## src/rtl/id_ex_stage_register.sv

```systemverilog
// ID/EX pipeline register with load-use hazard detection, branch flush and
// global hold. The control bundle and operands from the decoder and register
// file are registered for the EX stage with one cycle of latency.
// A bubble clears every control bit, ALUOp and Valid_o, so it has no
// architectural side effect. Operands and register addresses still load
// during a bubble; EX ignores them.
// Optional feature macro: ID_EX_LOAD_USE_DETECT_EN. When it is defined, the
// stage detects a load-use hazard against the instruction in EX. It then
// stalls fetch/decode for one cycle and inserts a bubble. When it is not
// defined, the hazard term is tied low and Stall_o follows Hold only. The
// compiler must then place a nop after every load.
module id_ex_stage_register #(
  parameter int DATA_WIDTH  = 32,
  parameter int ALUOP_WIDTH = 6,
  parameter int RADDR_WIDTH = 5
) (
  input  logic                   clk,
  input  logic                   reset,
  input  logic                   Hold,
  input  logic                   Flush,
  input  logic                   RegDst_i,
  input  logic                   ALUSrc_i,
  input  logic                   MemtoReg_i,
  input  logic                   RegWrite_i,
  input  logic                   MemRead_i,
  input  logic                   MemWrite_i,
  input  logic                   BranchNE_i,
  input  logic                   BranchEQ_i,
  input  logic [ALUOP_WIDTH-1:0] ALUOp_i,
  input  logic [DATA_WIDTH-1:0]  ReadData1_i,
  input  logic [DATA_WIDTH-1:0]  ReadData2_i,
  input  logic [DATA_WIDTH-1:0]  Imm_i,
  input  logic [DATA_WIDTH-1:0]  PC4_i,
  input  logic [RADDR_WIDTH-1:0] Rs_i,
  input  logic [RADDR_WIDTH-1:0] Rt_i,
  input  logic [RADDR_WIDTH-1:0] Rd_i,
  output logic                   RegDst_o,
  output logic                   ALUSrc_o,
  output logic                   MemtoReg_o,
  output logic                   RegWrite_o,
  output logic                   MemRead_o,
  output logic                   MemWrite_o,
  output logic                   BranchNE_o,
  output logic                   BranchEQ_o,
  output logic [ALUOP_WIDTH-1:0] ALUOp_o,
  output logic [DATA_WIDTH-1:0]  ReadData1_o,
  output logic [DATA_WIDTH-1:0]  ReadData2_o,
  output logic [DATA_WIDTH-1:0]  Imm_o,
  output logic [DATA_WIDTH-1:0]  PC4_o,
  output logic [RADDR_WIDTH-1:0] Rs_o,
  output logic [RADDR_WIDTH-1:0] Rt_o,
  output logic [RADDR_WIDTH-1:0] Rd_o,
  output logic                   Valid_o,
  output logic                   Stall_o
);

  // Control bits that a bubble must clear, and operand/address fields that
  // always load.
  localparam int CTRL_WIDTH = 8 + ALUOP_WIDTH;
  localparam int DBUS_WIDTH = 4 * DATA_WIDTH + 3 * RADDR_WIDTH;

  logic [CTRL_WIDTH-1:0] ctrlIn_s;
  logic [CTRL_WIDTH-1:0] ctrlNext_s;
  logic [CTRL_WIDTH-1:0] ctrl_r;
  logic [DBUS_WIDTH-1:0] dataIn_s;
  logic [DBUS_WIDTH-1:0] dataNext_s;
  logic [DBUS_WIDTH-1:0] data_r;
  logic                  validNext_s;
  logic                  valid_r;
  logic                  loadUse_s;
  logic                  bubble_s;

  assign ctrlIn_s = {RegDst_i, ALUSrc_i, MemtoReg_i, RegWrite_i,
                     MemRead_i, MemWrite_i, BranchNE_i, BranchEQ_i, ALUOp_i};
  assign dataIn_s = {ReadData1_i, ReadData2_i, Imm_i, PC4_i, Rs_i, Rt_i, Rd_i};

  // EX-facing outputs come straight from the stage registers.
  assign {RegDst_o, ALUSrc_o, MemtoReg_o, RegWrite_o,
          MemRead_o, MemWrite_o, BranchNE_o, BranchEQ_o, ALUOp_o} = ctrl_r;
  assign {ReadData1_o, ReadData2_o, Imm_o, PC4_o, Rs_o, Rt_o, Rd_o} = data_r;
  assign Valid_o = valid_r;

`ifdef ID_EX_LOAD_USE_DETECT_EN
  logic usesRt_s;

  // Load in EX whose destination (Rt) is a source of the instruction in ID;
  // $0 never creates a dependency.
  always_comb begin
    usesRt_s  = RegDst_i | MemWrite_i | BranchEQ_i | BranchNE_i;
    loadUse_s = MemRead_o & valid_r & (Rt_o != {RADDR_WIDTH{1'b0}}) &
                ((Rt_o == Rs_i) | (usesRt_s & (Rt_o == Rt_i)));
  end
`else
  assign loadUse_s = 1'b0;
`endif

  assign bubble_s = Flush | loadUse_s;
  assign Stall_o  = Hold | loadUse_s;

  // Next-state selection: hold everything, insert a bubble, or load from ID.
  always_comb begin
    ctrlNext_s  = ctrl_r;
    dataNext_s  = data_r;
    validNext_s = valid_r;
    if (Hold) begin
      ctrlNext_s  = ctrl_r;
      dataNext_s  = data_r;
      validNext_s = valid_r;
    end else if (bubble_s) begin
      ctrlNext_s  = {CTRL_WIDTH{1'b0}};
      dataNext_s  = dataIn_s;
      validNext_s = 1'b0;
    end else begin
      ctrlNext_s  = ctrlIn_s;
      dataNext_s  = dataIn_s;
      validNext_s = 1'b1;
    end
  end

  // Stage registers; reset leaves a bubble and overrides hold, flush and stall.
  always_ff @(posedge clk) begin
    if (!reset) begin
      ctrl_r  <= {CTRL_WIDTH{1'b0}};
      data_r  <= {DBUS_WIDTH{1'b0}};
      valid_r <= 1'b0;
    end else begin
      ctrl_r  <= ctrlNext_s;
      data_r  <= dataNext_s;
      valid_r <= validNext_s;
    end
  end

endmodule

```

## config.mk

```make
export PLATFORM = sky130hd
export DESIGN_NAME = id_ex_stage_register
export DESIGN_NICKNAME = d
export VERILOG_FILES = /design/src/rtl/id_ex_stage_register.sv
export SDC_FILE = /design/constraint.sdc
export NUM_CORES = 1
export LEC_CHECK = 0
export BUFFER_PORTS_ARGS = -buffer_cell sky130_fd_sc_hd__buf_2
export CORE_AREA = 3 3 108 151
export CTS_CLUSTER_DIAMETER = 30
export DETAILED_ROUTE_END_ITERATION = 12
export DIE_AREA = 0 0 111 154
export HOLD_SLACK_MARGIN = 0.12
export PLACE_DENSITY_LB_ADDON = 0.1
export RECOVER_POWER = 25
export SLEW_MARGIN = 20
export SYNTH_ARGS = -nofsm -noshare
export SYNTH_HDL_FRONTEND = slang
export SYNTH_SLANG_ARGS = --single-unit
```

## constraint.sdc

```tcl
create_clock -name clk -period 1.1 [get_ports clk]
set_input_delay 0.11 -clock clk [delete_from_list [all_inputs] [get_ports clk]]
set_output_delay 0.11 -clock clk [all_outputs]
set_load 0.05 [all_outputs]
```

==> out/results.tsv <==
metric	value	unit
LEAKAGE	5.08	nW
sequential share of the synthesized area	0.528	
CTS sink cnt	158	
vias in the first global route	5852	
pin count of the biggest net entering global routing	47	
Crit-path slowest cell	dfxtp_1	
flops & latches, synth	158	
startpoint type of the worst setup path	flip-flop	
Die ar.	17100	um^2
I/O pins	320	
Setup WS pre-CTS	57.5	ps
crit path DAT	980	ps
CP endpoint	ReadData2_o[31]	
GRT Residual Overflow	0	
Placer Congestion	0.868	
Setup CP Type	flip-flop to output port	
fin cells	1204	
Fin. Hold Viols	0	
slew at the pin closest to its max-slew limit	269	ps
crit path time final	1090	ps
Rows	53	
WL/cell	16.0	um
CTS H-tree lvls	4	
Area growth syn-to-layout	79.9	%
final WL	19200	um
CP top delay family	flip-flops	
ant diodes	0	
CP endpoint kind	output port	
Setup crit start	data_r[110]	
TritonCTS clock tree	done	
RR Endpoint	data_r[106]	
Clock Latency Late Sink	410	ps
Pins Over Slew Limit	0	
post-detail-place hpwl	12000	um
largest stage delay on the critical path	360	ps
Finished Cell Area	10800	um^2
Tcrit/Tclk final	0.991	
final core utilization	0.715	
Buf+Inv Stages, Crit Path	1	
crit-path cells	buf_4	
worst hold margin	154	ps
post-CTS setup repair buffer count	0	
setup ws final	10.3	ps
DRT Pass-1 Iters	4	
DRT iter0 DRCs	238	
dpl cells	1013	
die width	111	um
status	complete, no violations	
global-route wire length before repair	29600	um
routed via count	5470	
Worst-path clk slew	60	ps
# setup viols final	0	
Cells after Synth	527	
Synth Net Count	688	
via density per instance	4.54	
Worst slew margin	0.821	
port buffer count	319	
worst vdd ir	1.02	mV
total track usage	0.214	
antenna-violating nets left	0	
WP depth	1	
Max clock buf depth	2	
Initial Util	0.398	
clk root buf	clkbuf_16	
P per Cell Area	1440	nW/um^2
Ys Warns	0	
share of cells above drive strength 1	0.386	
syn avg cell area	11.4	um^2
reg2reg setup slack	380	ps
placed cell area	7770	um^2
initial antenna violation count	0	
synthesized area	5990	um^2
clock buffer count from CTS	17	
Residual DRC	0	
filler instances	992	
worst min path class	input port to flip-flop	
clk_skew	0	ps
core area	15100	um^2
Synth cell types	16	
critical-path maximum fanout	2	
number of max-cap violations	0	
Reg2Reg Launch Point	data_r[106]	
Worst Reg-to-Reg Cells	2	
Nets	1160	
Die Y-Extent	154	um
worst path required time	990	ps
fmax	0.918	GHz
## state kept, by name (all words and copies together), names as in the netlist
| signal | count |
|---|---|
| data_r | 143 |
| ctrl_r | 14 |
| Valid_o | 1 |
## where the power goes
group          switching (mW)  internal, mW  leakage (nW)
combinational            1.95          1.58          3.49
sequential              0.232          6.07          1.31
clock                    2.27          3.42         0.271
## layout make-up
| cell class | count | area, um^2 | area share |
|---|---|---|---|
| sequential | 158 | 3200 | 0.297 |
| clock buffer | 24 | 502 | 0.0466 |
| tap | 192 | 240 | 0.0223 |
| clock inverter | 8 | 81.3 | 0.00755 |
| multi-input combinational | 330 | 2540 | 0.236 |
| timing repair buffer | 492 | 4210 | 0.391 |
## worst min path at each step
stage | start | to | slack [ps] | cells after the start
after detailed placement | MemWrite_i | ctrl_r[8] | 360 | 3
after global routing | ALUSrc_i | ctrl_r[12] | 150 | 3
after floorplan | RegWrite_i | ctrl_r[10] | 240 | 2
final | ALUSrc_i | ctrl_r[12] | 150 | 3
after CTS | Hold | data_r[8] | 130 | 3
after global placement | Rd_i[1] | data_r[1] | 360 | 3
## synthesized netlist by cell type
master | instances | area [um^2]
clkbuf_1 | 15 | 56.3
nand2_1 | 14 | 52.6
mux2i_1 | 143 | 1430
or2_1 | 1 | 6.26
o21ai_1 | 10 | 50.1
buf_6 | 12 | 135
o21ai_0 | 3 | 15.0
nor4bb_1 | 1 | 10.0
a21boi_1 | 1 | 7.51
buf_2 | 3 | 15.0
dfxtp_1 | 158 | 3160
a31o_2 | 1 | 8.76
buf_4 | 8 | 60.1
nor2b_1 | 143 | 895
buf_8 | 1 | 15.0
nand3_1 | 13 | 65.1
## what timing repair did
action | 4_1_cts | 5_1_grt
pin swaps | 0 | 0
resized for setup | 183 | 112
setup endpoints to repair | 158 | 106
endpoints found under the hold margin | 158 | 0
hold buffers | 159 | 0
## cells by family after synthesis
logic type / count (synthesis) / share of synthesized area
DFF: 158 / 0.528
and+or+nand+nor: 172 / 0.172
AOI/OAI and AO/OA: 15 / 0.0136
muxes: 143 / 0.239
buffers and inverters: 39 / 0.0470
## stage by stage
| stage | power (mW) | TNS, ps |
|---|---|---|
| 3_3_place_gp | 9.03 | 0 |
| 3_5_place_dp | 9.08 | 0 |
| 5_1_grt | 16.1 | -103 |
| 4_1_cts | 15.4 | 0 |
| 6_report | 15.5 | 0 |
| 2_1_floorplan | 8.28 | 0 |
## layout by cell type (no fill, tap or decap), types with 2 or more instances in the layout
cell	count
dlygate4sd3_1	159
buf_2	159
mux2i_1	143
nor2b_1	143
dfxtp_1	132
buf_6	112
buf_4	54
dfxtp_2	26
clkbuf_16	17
nand2_1	14
nand3_1	13
o21ai_1	10
buf_12	7
clkbuf_8	6
clkinvlp_4	5
o21ai_0	3
clkbuf_1	2
## layer usage
layer	vias to the layer above	global-route usage	part of all wire	routed length [um]
li1	2689	-	-	-
met1	2501	0.220	0.36	6870
met2	234	0.394	0.53	10300
met3	46	0.0638	0.075	1430
met4	0	0.0986	0.033	631
met5	-	0	0	0
(Power assumes the default switching activity.)
